**config.mk**
```make
export PLATFORM = sky130hd
export DESIGN_NAME = longp_wbck_arb_flat
export DESIGN_NICKNAME = d
export VERILOG_FILES = /design/src/rtl/longp_wbck_arb_if.sv /design/src/rtl/longp_wbck_arb.sv /design/src/flat_wrapper.sv
export SDC_FILE = /design/constraint.sdc
export NUM_CORES = 1
export LEC_CHECK = 0
export CORE_UTILIZATION = 37
export DETAILED_ROUTE_END_ITERATION = 8
export GPL_TIMING_DRIVEN = 0
export PLACE_DENSITY_LB_ADDON = 0.2
export SLEW_MARGIN = 30
export SYNTH_ARGS = -nofsm -noshare
export SYNTH_HDL_FRONTEND = slang
export SYNTH_SLANG_ARGS = --single-unit
```
**constraint.sdc**
```tcl
create_clock -name clk -period 1.35 [get_ports clk]
set_input_delay 0.135 -clock clk [delete_from_list [all_inputs] [get_ports clk]]
set_output_delay 0.135 -clock clk [all_outputs]
set_load 0.05 [all_outputs]
```
**src/rtl/longp_wbck_arb_if.sv**
```systemverilog
// Long-pipe write-back bundle: LSU/MDU completion handshakes, ALU write-port
// sharing, long-pipe regfile write port and OITF retire request.
interface longp_wbck_arb_if #(
    parameter int unsigned XLEN = 32,
    parameter int unsigned RAW  = 5
);
    logic            lsu_wbck_valid;
    logic            lsu_wbck_ready;
    logic [RAW-1:0]  lsu_wbck_rdidx;
    logic            lsu_wbck_rdwen;
    logic [XLEN-1:0] lsu_wbck_wdata;

    logic            mdu_wbck_valid;
    logic            mdu_wbck_ready;
    logic [RAW-1:0]  mdu_wbck_rdidx;
    logic            mdu_wbck_rdwen;
    logic [XLEN-1:0] mdu_wbck_wdata;

    logic            alu_wbck_valid;
    logic            alu_wbck_ready;

    logic            rf_wen;
    logic [RAW-1:0]  rf_waddr;
    logic [XLEN-1:0] rf_wdata;

    logic            clr_req;
    logic [RAW-1:0]  clr_idx;

    // Arbiter side.
    modport slave (
        input  lsu_wbck_valid, lsu_wbck_rdidx, lsu_wbck_rdwen, lsu_wbck_wdata,
        output lsu_wbck_ready,
        input  mdu_wbck_valid, mdu_wbck_rdidx, mdu_wbck_rdwen, mdu_wbck_wdata,
        output mdu_wbck_ready,
        input  alu_wbck_valid,
        output alu_wbck_ready,
        output rf_wen, rf_waddr, rf_wdata,
        output clr_req, clr_idx
    );

    // Producer / consumer side.
    modport master (
        output lsu_wbck_valid, lsu_wbck_rdidx, lsu_wbck_rdwen, lsu_wbck_wdata,
        input  lsu_wbck_ready,
        output mdu_wbck_valid, mdu_wbck_rdidx, mdu_wbck_rdwen, mdu_wbck_wdata,
        input  mdu_wbck_ready,
        output alu_wbck_valid,
        input  alu_wbck_ready,
        input  rf_wen, rf_waddr, rf_wdata,
        input  clr_req, clr_idx
    );
endinterface

```
**src/rtl/longp_wbck_arb.sv**
```systemverilog
// Round-robin LSU/MDU write-back arbiter feeding a single registered commit stage
// that shares the regfile port with the ALU and retires one OITF entry per commit.
module longp_wbck_arb #(
    parameter int unsigned XLEN       = 32,
    parameter int unsigned RAW        = 5,
    parameter int unsigned STARVE_MAX = 4
) (
    input  logic            clk,
    input  logic            rst,
    longp_wbck_arb_if.slave bus_io
);
    localparam logic [3:0] StarveMax = 4'(STARVE_MAX);

    logic            wb_vld_q, wb_vld_d;
    logic [RAW-1:0]  wb_rdidx_q, wb_rdidx_d;
    logic            wb_rdwen_q, wb_rdwen_d;
    logic [XLEN-1:0] wb_wdata_q, wb_wdata_d;
    logic            rr_ptr_q, rr_ptr_d;
    logic [3:0]      starve_cnt_q, starve_cnt_d;

    logic force_commit;
    logic commit;
    logic load_en;
    logic grant_lsu;
    logic grant_mdu;
    logic lsu_hs;
    logic mdu_hs;

    // The ALU is only held off once the staged entry has waited STARVE_MAX cycles.
    assign force_commit = wb_vld_q & (starve_cnt_q == StarveMax);
    assign commit       = wb_vld_q & (~bus_io.alu_wbck_valid | force_commit);
    assign load_en      = ~wb_vld_q | commit;

    assign grant_lsu = bus_io.lsu_wbck_valid & (~bus_io.mdu_wbck_valid | ~rr_ptr_q);
    assign grant_mdu = bus_io.mdu_wbck_valid & (~bus_io.lsu_wbck_valid | rr_ptr_q);
    assign lsu_hs    = load_en & grant_lsu;
    assign mdu_hs    = load_en & grant_mdu;

    assign bus_io.lsu_wbck_ready = lsu_hs;
    assign bus_io.mdu_wbck_ready = mdu_hs;
    assign bus_io.alu_wbck_ready = ~force_commit;

    assign bus_io.clr_req  = commit;
    assign bus_io.clr_idx  = wb_rdidx_q;
    assign bus_io.rf_wen   = commit & wb_rdwen_q & (wb_rdidx_q != '0);
    assign bus_io.rf_waddr = wb_rdidx_q;
    assign bus_io.rf_wdata = wb_wdata_q;

    always_comb begin
        wb_vld_d     = wb_vld_q;
        wb_rdidx_d   = wb_rdidx_q;
        wb_rdwen_d   = wb_rdwen_q;
        wb_wdata_d   = wb_wdata_q;
        rr_ptr_d     = rr_ptr_q;
        starve_cnt_d = starve_cnt_q;

        if (lsu_hs) begin
            wb_vld_d   = 1'b1;
            wb_rdidx_d = bus_io.lsu_wbck_rdidx;
            wb_rdwen_d = bus_io.lsu_wbck_rdwen;
            wb_wdata_d = bus_io.lsu_wbck_wdata;
            rr_ptr_d   = 1'b1;
        end else if (mdu_hs) begin
            wb_vld_d   = 1'b1;
            wb_rdidx_d = bus_io.mdu_wbck_rdidx;
            wb_rdwen_d = bus_io.mdu_wbck_rdwen;
            wb_wdata_d = bus_io.mdu_wbck_wdata;
            rr_ptr_d   = 1'b0;
        end else if (commit) begin
            wb_vld_d = 1'b0;
        end

        // A refilled entry starts its wait from zero.
        if (!wb_vld_q || commit) begin
            starve_cnt_d = '0;
        end else if (bus_io.alu_wbck_valid && !force_commit && starve_cnt_q < StarveMax) begin
            starve_cnt_d = starve_cnt_q + 4'd1;
        end
    end

    always_ff @(posedge clk) begin
        if (!rst) begin
            wb_vld_q     <= 1'b0;
            wb_rdidx_q   <= '0;
            wb_rdwen_q   <= 1'b0;
            wb_wdata_q   <= '0;
            rr_ptr_q     <= 1'b0;
            starve_cnt_q <= '0;
        end else begin
            wb_vld_q     <= wb_vld_d;
            wb_rdidx_q   <= wb_rdidx_d;
            wb_rdwen_q   <= wb_rdwen_d;
            wb_wdata_q   <= wb_wdata_d;
            rr_ptr_q     <= rr_ptr_d;
            starve_cnt_q <= starve_cnt_d;
        end
    end
endmodule

```
**src/flat_wrapper.sv**
```systemverilog
// flat-port wrapper written by rule: the top's interface ports become plain ports
module longp_wbck_arb_flat 
#(
    parameter int unsigned XLEN       = 32,
    parameter int unsigned RAW        = 5,
    parameter int unsigned STARVE_MAX = 4
)
  (clk, rst, bus_io_lsu_wbck_valid, bus_io_lsu_wbck_rdidx, bus_io_lsu_wbck_rdwen, bus_io_lsu_wbck_wdata, bus_io_lsu_wbck_ready, bus_io_mdu_wbck_valid, bus_io_mdu_wbck_rdidx, bus_io_mdu_wbck_rdwen, bus_io_mdu_wbck_wdata, bus_io_mdu_wbck_ready, bus_io_alu_wbck_valid, bus_io_alu_wbck_ready, bus_io_rf_wen, bus_io_rf_waddr, bus_io_rf_wdata, bus_io_clr_req, bus_io_clr_idx);
  longp_wbck_arb_if #(.XLEN(XLEN), .RAW(RAW)) bus_io_i ();
  input  logic clk;
  input  logic rst;
  input wire logic [$bits(bus_io_i.lsu_wbck_valid)-1:0] bus_io_lsu_wbck_valid;
  input wire logic [$bits(bus_io_i.lsu_wbck_rdidx)-1:0] bus_io_lsu_wbck_rdidx;
  input wire logic [$bits(bus_io_i.lsu_wbck_rdwen)-1:0] bus_io_lsu_wbck_rdwen;
  input wire logic [$bits(bus_io_i.lsu_wbck_wdata)-1:0] bus_io_lsu_wbck_wdata;
  output wire logic [$bits(bus_io_i.lsu_wbck_ready)-1:0] bus_io_lsu_wbck_ready;
  input wire logic [$bits(bus_io_i.mdu_wbck_valid)-1:0] bus_io_mdu_wbck_valid;
  input wire logic [$bits(bus_io_i.mdu_wbck_rdidx)-1:0] bus_io_mdu_wbck_rdidx;
  input wire logic [$bits(bus_io_i.mdu_wbck_rdwen)-1:0] bus_io_mdu_wbck_rdwen;
  input wire logic [$bits(bus_io_i.mdu_wbck_wdata)-1:0] bus_io_mdu_wbck_wdata;
  output wire logic [$bits(bus_io_i.mdu_wbck_ready)-1:0] bus_io_mdu_wbck_ready;
  input wire logic [$bits(bus_io_i.alu_wbck_valid)-1:0] bus_io_alu_wbck_valid;
  output wire logic [$bits(bus_io_i.alu_wbck_ready)-1:0] bus_io_alu_wbck_ready;
  output wire logic [$bits(bus_io_i.rf_wen)-1:0] bus_io_rf_wen;
  output wire logic [$bits(bus_io_i.rf_waddr)-1:0] bus_io_rf_waddr;
  output wire logic [$bits(bus_io_i.rf_wdata)-1:0] bus_io_rf_wdata;
  output wire logic [$bits(bus_io_i.clr_req)-1:0] bus_io_clr_req;
  output wire logic [$bits(bus_io_i.clr_idx)-1:0] bus_io_clr_idx;
  assign bus_io_i.lsu_wbck_valid = bus_io_lsu_wbck_valid;
  assign bus_io_i.lsu_wbck_rdidx = bus_io_lsu_wbck_rdidx;
  assign bus_io_i.lsu_wbck_rdwen = bus_io_lsu_wbck_rdwen;
  assign bus_io_i.lsu_wbck_wdata = bus_io_lsu_wbck_wdata;
  assign bus_io_lsu_wbck_ready = bus_io_i.lsu_wbck_ready;
  assign bus_io_i.mdu_wbck_valid = bus_io_mdu_wbck_valid;
  assign bus_io_i.mdu_wbck_rdidx = bus_io_mdu_wbck_rdidx;
  assign bus_io_i.mdu_wbck_rdwen = bus_io_mdu_wbck_rdwen;
  assign bus_io_i.mdu_wbck_wdata = bus_io_mdu_wbck_wdata;
  assign bus_io_mdu_wbck_ready = bus_io_i.mdu_wbck_ready;
  assign bus_io_i.alu_wbck_valid = bus_io_alu_wbck_valid;
  assign bus_io_alu_wbck_ready = bus_io_i.alu_wbck_ready;
  assign bus_io_rf_wen = bus_io_i.rf_wen;
  assign bus_io_rf_waddr = bus_io_i.rf_waddr;
  assign bus_io_rf_wdata = bus_io_i.rf_wdata;
  assign bus_io_clr_req = bus_io_i.clr_req;
  assign bus_io_clr_idx = bus_io_i.clr_idx;
  longp_wbck_arb #(.XLEN(XLEN), .RAW(RAW), .STARVE_MAX(STARVE_MAX)) u_core (.clk(clk), .rst(rst), .bus_io(bus_io_i));
endmodule
```
==> After elaboration in Yosys (flattened, before gate mapping) <==
Index checks and enable logic that the tools add are counted.
{ "word_totals": {"elab_cells": 48, "output_inout_bits": 47, "regBits": 44, "inputBits": 81} }
{ "classes": {"bitwise": 19, "eq_ne": 1, "n_addsub": 1, "reduce_logical": 9, "order_cmp": 1, "muxes": 11} }
{ "ops": {"columns": ["op", "count"], "rows": [
  ["32-bit 2-to-1 mux", 2],
  ["5-bit 2-to-1 mux", 2],
  ["1-bit bitwise AND", 8],
  ["1-bit 2-to-1 mux", 7],
  ["1-bit inverter", 7],
  ["5-bit nonzero test", 1],
  ["4-bit by 1-bit adder with 4-bit output, second input constant", 1],
  ["4-bit by 3-bit == test with 1-bit output, second input constant", 1],
  ["4-bit by 3-bit less-than comparator with 1-bit output, second input constant", 1],
  ["1-bit bitwise OR", 4],
  ["3-bit nonzero test", 1],
  ["1-bit logical AND", 2],
  ["1-bit logical NOT", 2],
  ["2-bit nonzero test", 1],
  ["2-bit OR reduction", 1],
  ["1-bit logical OR", 1]
]} }

==> Depth between registers and ports, before layout <==
Gate-level depths: netlist of the first run.
{ "logic_depth": {"word_depth": 8, "ltp_mapped": 6, "mapped_depth_nobuf": 5} }

==> Worst setup path before layout of the first run <==
OpenSTA, ideal clock, no wires.
{ "synth_path": {"path_kind": "flip-flop to output port", "from": "reg u_core.starve_cnt_q[0]", "to": "out bus_io_rf_wen", "path_stages_with_launch": 6, "setup_slack_ps": -1343, "n_path_buf": 0, "required_ps": 1215, "arrival_time_ps": 2558, "path_cell_list": "dfxtp_1 > inv_1 > ha_1 > nand3b_4 > a21boi_0 > o311a_1"} }
{ "synth_via": {"elab_chain_len": 6} }
{ "synth_lines": {"columns": ["element", "line", "text"], "rows": [
  ["from (decl)", "longp_wbck_arb.sv:19", "logic [3:0] starve_cnt_q, starve_cnt_d;"],
  ["from (signal assigned)", "longp_wbck_arb.sv:95", "starve_cnt_q <= starve_cnt_d;"],
  ["4-bit by 3-bit == test with 1-bit output", "longp_wbck_arb.sv:30", "assign force_commit = wb_vld_q & (starve_cnt_q == StarveMax);"],
  ["1-bit bitwise AND", "longp_wbck_arb.sv:30", null],
  ["1-bit bitwise OR", "longp_wbck_arb.sv:31", "assign commit = wb_vld_q & (~bus_io.alu_wbck_valid | force_commit);"],
  ["1-bit bitwise AND", "longp_wbck_arb.sv:31", null],
  ["net bus_io_clr_req", "flat_wrapper.sv:27", "output wire logic [$bits(bus_io_i.clr_req)-1:0] bus_io_clr_req;"],
  ["1-bit bitwise AND (2 in a row)", "longp_wbck_arb.sv:45", "assign bus_io.rf_wen = commit & wb_rdwen_q & (wb_rdidx_q != '0);"],
  ["to (decl)", "flat_wrapper.sv:24", "output wire logic [$bits(bus_io_i.rf_wen)-1:0] bus_io_rf_wen;"]
]} }
The timed path passes the listed nets, and every way through them passes these cells.

==> Final worst setup path of the first run <==
{ "layout_path": {"from": "reg u_core.starve_cnt_q[1]", "to": "out bus_io_mdu_wbck_ready"} }
{ "layout_via": {"elab_chain_len": 6} }
{ "layout_lines": {"columns": ["element", "line", "text"], "rows": [
  ["4-bit by 3-bit == test with 1-bit output", "longp_wbck_arb.sv:30", null],
  ["1-bit bitwise AND", "longp_wbck_arb.sv:30", null],
  ["1-bit bitwise OR", "longp_wbck_arb.sv:31", null],
  ["1-bit bitwise AND", "longp_wbck_arb.sv:31", null],
  ["1-bit bitwise OR", "longp_wbck_arb.sv:32", "assign load_en = ~wb_vld_q | commit;"],
  ["1-bit bitwise AND", "longp_wbck_arb.sv:37", "assign mdu_hs = load_en & grant_mdu;"],
  ["to (decl)", "flat_wrapper.sv:21", "output wire logic [$bits(bus_io_i.mdu_wbck_ready)-1:0] bus_io_mdu_wbck_ready;"]
]} }
Every way passes these cells.

==> flow_metrics.py, run 1 <==
metrics = {
    "sta": {
        "drv_slew": 0,
        "setup_violations": 44,
        "period_minus_slack_ns": 1.62,
        "worstMarginPinSlew_ns": 0.533,
        "relSlewSlack": 0.644,
        "fmax_mhz": 618,
        "finalHoldViolCount": 0,
        "finClkSkew_ns": 0.00564,
        "rsz0062_at_grt": "yes",
        "post-route-worst-setup-slack_ns": -0.269,
        "post-route-period-util": 1.20,
    },
    "yosys": {
        "ys_types": 33,
        "async_flop_share": 0,
        "avgSynthCellArea_sq_um": 9.78,
        "synth_top_family_by_area": "compound AO/OA/AOI/OAI gates",
        "synth_fa_ha_area_frac": 0.00958,
        "syn_nets": 350,
        "syn_area_sq_um": 2610,
        "synth_edf_count": 0,
        "ys_seq_elements": 44,
        "synth-compound-area-share": 0.234,
        "synth-simple-area-share": 0.182,
        "muxShareOfSynthArea": 0.146,
        "yosysWarnings": 0,
        "synth-xor-area-share": 0.00335,
        "ys.flop_type": "dfxtp_1",
        "seq_area_frac_synth": 0.337,
        "syn_inst": 267,
    },
    "floorplan": {
        "initial_utilization": 0.384,
        "die_h_um": 86.0,
        "row_count": 30,
        "fp.dieW_um": 86.0,
        "core_sq_um": 6790,
        "io_pins": 128,
        "die_area_sq_um": 7400,
    },
    "cts": {
        "numCtsBuffers": 5,
        "cts_buffer_depth": 2,
        "cts.sinks": 44,
        "hold_buffers": 0,
        "h-tree-depth": 2,
        "cts_root_buf": "clkbuf_8",
        "cts_tree": "yes",
        "clock_latency_ns": 0.29,
        "clk_pin_slew_worst_paths_ns": 0.08,
    },
    "placement": {
        "place_hpwl_um": 6000,
        "portBuffers": 127,
        "gp_congestion": 0.713,
        "preCtsSetupSlack_ns": -1.12,
    },
    "detailed_routing": {
        "routed_wl_um": 8350,
        "dr_total_vias": 2782,
        "dr.pass1.iters": 4,
        "drc": 0,
        "via_per_inst": 5.45,
        "post_drt_wl_per_cell_um": 16.4,
        "ant_nets": 0,
        "drtIter0Drc": 129,
    },
    "critical_path": {
        "setup.worst_path.class": "flop to output pin",
        "path_buf_inv": 3,
        "slowest_stage": "dfxtp_2",
        "cp_cell_sequence": "inv_2 -> ha_4 -> nand3b_4 -> buf_8 -> nand2_4 -> and3_4 -> buf_8",
        "cpPeakStageDelay_ns": 0.33,
        "crit_top_cell": "buf_8",
        "required_ns": 1.22,
        "startpoint_type": "flop",
        "cp.arrival_ns": 1.48,
        "worstSetupEndpointType": "output pin",
        "crit_family": "simple AND/OR/NAND/NOR gates",
        "crit_fanout": 4,
    },
    "finish": {
        "finalCoreUtilization": 0.635,
        "synthToLayoutAreaGrowth_pct": 65.2,
        "drive_gt1_frac": 0.227,
        "antenna_cells": 0,
        "fillCellCount": 608,
        "nets": 496,
    },
    "global_routing": {
        "track_usage": 0.222,
        "grt.overflow.total": 0,
        "first_global_vias": 2662,
        "grt_max_degree": 13,
        "grt_antenna_before_repair": 0,
        "grt_pass1_wl_um": 13100,
    },
    "run_status": {
        "status": "finished, violations left",
        "violations": "negative setup slack",
    },
    "power_and_ir_drop": {
        "power_mw": 3.75,
        "leakage_nw": 1.69,
        "ir_worst_vdd_mv": 0.396,
        "power.density_nw_per_um2": 868,
    },
    "job": {
        "max-cap-violations": 0,
    },
    "hold_path": {
        "hold_class": "primary input to flop",
    },
}
## cells in the final DEF, fill, tap and decap left out, types with 2 or more instances in the layout
cell	n
a211o_4	2
a41oi_2	2
a41oi_1	35
clkbuf_1	12
buf_8	6
buf_6	8
a21boi_4	2
buf_4	15
clkbuf_2	17
clkdlybuf4s15_1	18
clkbuf_8	6
dfxtp_2	5
inv_1	4
o21ai_1	36
nor4bb_1	37
buf_2	9
nor2_1	4
mux2i_1	38
clkdlybuf4s15_2	5
dlygate4sd2_1	8
dfxtp_1	39
inv_2	2
clkdlybuf4s50_1	77
## cells in the mapped netlist (2+ instances only)
cell       n  area [sq um]
nand2_1    2          7.51
o21ai_1   30           150
mux2i_1   38           380
nor2_1     5          18.8
buf_6      5          56.3
dfxtp_1   44           881
a21boi_0   2          15.0
o21ai_0    7          35.0
inv_1      6          22.5
buf_2      7          35.0
ha_1       2          25.0
nor4bb_1  37           370
clkbuf_1  19          71.3
a41oi_1   37           324
and2_1     2          12.5
buf_4      6          45.0
a21oi_1    2          10.0
## worst paths after layout
kind                                  startpoint                                      to  slack [ns]  cells after the start
max          u_core.starve_cnt_q[1]$_SDFFE_PP0P_                   bus_io_mdu_wbck_ready       -0.27                      7
min                        bus_io_alu_wbck_valid     u_core.starve_cnt_q[2]$_SDFFE_PP0P_        0.37                      3
max reg2reg  u_core.starve_cnt_q[1]$_SDFFE_PP0P_  u_core.bus_io.rf_wdata[2]$_SDFFE_PN0P_       -0.24                      7
min reg2reg  u_core.starve_cnt_q[3]$_SDFFE_PP0P_     u_core.starve_cnt_q[3]$_SDFFE_PP0P_        0.50                      2
## registers in the layout, indices dropped and copies added, names as in the netlist
name                    cells
u_core.bus_io.clr_idx       5
u_core.bus_io.rf_wdata     32
u_core.rr_ptr_q             1
u_core.starve_cnt_q         4
u_core.wb_rdwen_q           1
u_core.wb_vld_q             1
## worst min-delay path, stage by stage
cell,delay [ns]
dlygate4sd2_1,0.31
a31oi_1,0.11
nor2_1,0.07
## metrics by stage
step	cell area (sq um)	instances	hold WS (ns)	setup TNS [ns]
after global placement	4040	490	0.478	-21.67
after floorplan	2650	267	0.285	-0.360
final	4310	510	0.372	-7.95
after detailed placement	4040	490	0.492	-23.78
after CTS	4240	507	0.379	-7.56
after global routing	4310	510	0.412	-10.44
## what timing repair did
| action | in CTS | in global routing |
|---|---|---|
| pin swaps | 3 | 3 |
| gates resized for setup | 128 | 68 |
| setup endpoints to repair | 90 | 79 |
| endpoints found under the hold margin | 0 | 0 |
| buffers inserted | 8 | 2 |
| cloned | 1 | 1 |
## logic make-up (layout without fill, tap and decap cells)
| group | after synthesis | count (layout) |
|---|---|---|
| AO/OA/AOI/OAI | 85 | 86 |
| AND/OR/NAND/NOR | 54 | 54 |
| flip-flops | 44 | 44 |
| buffers and inverters | 43 | 189 |
| multiplexers | 38 | 38 |
| adder cells (fa/ha/maj) | 2 | 2 |
| XOR/XNOR | 1 | 1 |
## layer usage
metal  wire, um  GRT usage  up-vias
met4        125     0.0500        0
met5          0          0        -
li1           -          -     1354
met2       4250      0.403      103
met1       3450      0.272     1314
met3        522     0.0395       11
## where the power goes
part	internal (mW)	switching (mW)
combinational	0.600	0.789
clock	0.418	0.440
sequential	1.41	0.0890
## layout make-up
class                      count  area, sq um  share of cell area
clock buffer                   8         90.1              0.0209
multi-input combinational    181         1620               0.376
sequential                    44          887               0.206
timing repair buffer         138         1320               0.307
buffer                        37          248              0.0574
tap                           96          120              0.0278
inverter                       6         22.5             0.00522
Note: power is estimated with default switching activity, not from simulation.
==> run 2: changes to the inputs <==
Settings changed: CORE_UTILIZATION 37 to 41.
Clock period 1.35 ns to 1.49 ns, I/O delays scaled along.
==> run 2 against run 1 <==
Clock skew is 0.00096 ns higher. Largest power group unchanged. The flow still finishes with violations (negative setup slack). Critical endpoint unchanged. Die area is 9.5% lower. Register-to-register slack better by 0.09 ns. Via count is 0.43% higher. Core utilization is 7.2 points higher. Global-route usage is 3.8 points higher. Sequential share of layout area is 0.26 points higher.
==> flow_metrics.py, run 2 (synthesis results as in run 1) <==
metrics = {
    "run_status": {
        "status": "finished, violations left",
        "violations": "negative setup slack",
    },
    "global_routing": {
        "grt_antenna_before_repair": 1,
        "grt_max_degree": 14,
        "first_global_vias": 2724,
        "grt_pass1_wl_um": 13400,
        "grt.overflow.total": 0,
        "track_usage": 0.260,
    },
    "critical_path": {
        "required_ns": 1.34,
        "worstSetupEndpointType": "output pin",
        "startpoint_type": "flop",
        "crit_path_start": "u_core.starve_cnt_q[1]$_SDFFE_PP0P_",
        "critPathCapture": "bus_io_mdu_wbck_ready",
        "r2r_cells": 7,
        "cp.arrival_ns": 1.52,
        "rr_startpoint": "u_core.starve_cnt_q[1]$_SDFFE_PP0P_",
        "crit_fanout": 3,
        "r2r_slack_ns": -0.15,
        "setup.worst_path.class": "flop to output pin",
        "r2r-end": "u_core.bus_io.rf_wdata[21]$_SDFFE_PN0P_",
    },
    "sta": {
        "post-route-worst-setup-slack_ns": -0.178,
        "worstMarginPinSlew_ns": 0.531,
        "drv_slew": 0,
        "rsz0062_at_grt": "yes",
        "period_minus_slack_ns": 1.67,
        "fmax_mhz": 600,
        "holdWs_ns": 0.394,
        "finalHoldViolCount": 0,
        "setup_violations": 39,
        "post-route-period-util": 1.12,
        "relSlewSlack": 0.647,
        "finClkSkew_ns": 0.00660,
    },
    "floorplan": {
        "die_h_um": 81.8,
        "initial_utilization": 0.433,
        "io_pins": 128,
        "die_area_sq_um": 6690,
        "fp.dieW_um": 81.8,
        "row_count": 28,
        "core_sq_um": 6030,
    },
    "detailed_routing": {
        "via_per_inst": 5.73,
        "top_layer_used": "met4",
        "drc": 0,
        "dr.pass1.iters": 4,
        "ant_nets": 0,
        "wl_met2_um": 4170,
        "dr_total_vias": 2794,
        "post_drt_wl_per_cell_um": 17.3,
        "drtIter0Drc": 175,
        "wl_met3_um": 511,
        "wl_met1_um": 3500,
        "routed_wl_um": 8420,
    },
    "finish": {
        "drive_gt1_frac": 0.182,
        "layout_commonest_cell": "clkdlybuf4s50_1",
        "largest_reg_flops": 32,
        "synthToLayoutAreaGrowth_pct": 63.2,
        "final_cell_mix": "clkdlybuf4s50_1 (77), dlygate4sd2_1 (40), dfxtp_1 (39)",
        "fillCellCount": 513,
        "finalCoreUtilization": 0.707,
        "layout.area.seq_sq_um": 887,
        "multi_input_area_sq_um": 1590,
        "fin_area_sq_um": 4260,
        "nets": 494,
    },
    "job": {
        "max-cap-violations": 0,
    },
    "power_and_ir_drop": {
        "power.density_nw_per_um2": 853,
        "ir_worst_vdd_mv": 0.465,
        "leakage_nw": 1.76,
    },
    "cts": {
        "cts.sinks": 44,
        "clk_pin_slew_worst_paths_ns": 0.09,
        "cts_root_buf": "clkbuf_8",
        "h-tree-depth": 2,
        "cts_buffer_depth": 2,
        "clock_latency_ns": 0.30,
        "cts_tree": "yes",
        "numCtsBuffers": 5,
    },
    "placement": {
        "place_hpwl_um": 6080,
        "post_dp_cell_area_sq_um": 4020,
        "portBuffers": 127,
        "gp_congestion": 0.764,
    },
    "hold_path": {
        "hold_class": "primary input to flop",
    },
}
run 2: cell types whose count changed in the layout (fill, tap and decap cells not counted), sizes merged:
cell	change
dlygate4sd2	+32
clkdlybuf4s15	-20
buf	-5
diode	+1
clkbuf	-9
bufinv	+1
a211o	-1
run 2: final cells by class:
cell class	instances	share of cell area
Multi-Input combinational cell	180	0.373
Timing Repair Buffer	137	0.305
Sequential cell	44	0.208
Buffer	37	0.0555
Clock buffer	7	0.0226
Tap cell	75	0.0220
Clock inverter	1	0.00705
Inverter	6	0.00529
Antenna cell	1	0.000587
run 2: repair_timing:
item	CTS	global route
gates resized for setup	103	22
buffers inserted	9	1
endpoints found under the setup margin	89	50
pin swaps	2	2
hold buffers	0	0
run 2: through the flow:
| stage | total power, mW | worst slack (ns) | TNS, ns | cells |
|---|---|---|---|---|
| finish | 3.63 | -0.178 | -3.57 | 488 |
| global route | 3.76 | -0.232 | -6.38 | 488 |
| CTS | 3.62 | -0.191 | -3.74 | 486 |
| detailed placement | 2.66 | -1.06 | -18.36 | 469 |
| global placement | 2.64 | -0.990 | -16.02 | 469 |
| floorplan | 2.13 | -0.0366 | -0.0366 | 267 |
run 2: worst min-delay path by stage:
stage	startpoint	to	slack, ns	depth (start not counted)
final	bus_io_alu_wbck_valid	u_core.starve_cnt_q[2]$_SDFFE_PP0P_	0.39	3
after detailed placement	u_core.starve_cnt_q[3]$_SDFFE_PP0P_	u_core.starve_cnt_q[3]$_SDFFE_PP0P_	0.50	2
after global routing	bus_io_alu_wbck_valid	u_core.starve_cnt_q[2]$_SDFFE_PP0P_	0.43	3
after CTS	bus_io_alu_wbck_valid	u_core.starve_cnt_q[2]$_SDFFE_PP0P_	0.39	3
after floorplan	rst	u_core.wb_vld_q$_SDFFE_PN0P_	0.30	2
after global placement	u_core.starve_cnt_q[3]$_SDFFE_PP0P_	u_core.starve_cnt_q[3]$_SDFFE_PP0P_	0.48	2
run 2: critical path: stages (launching register included):
cell      delay, ns
dfxtp_2        0.33
inv_2          0.07
ha_4           0.15
nand3b_4       0.12
buf_8          0.15
nand2_4        0.06
and3_4         0.19
buf_8          0.14
run 2: report_power, final:
part	internal [mW]	total, mW	switching (mW)
Sequential	1.28	1.35	0.0771
Combinational	0.535	1.26	0.723
Clock	0.592	1.02	0.430
run 2: per-layer routing:
layer  GRT usage  up-vias
met3      0.0511       20
li1            -     1347
met5           0        -
met1       0.322     1321
met2       0.443      106
met4      0.0947        0
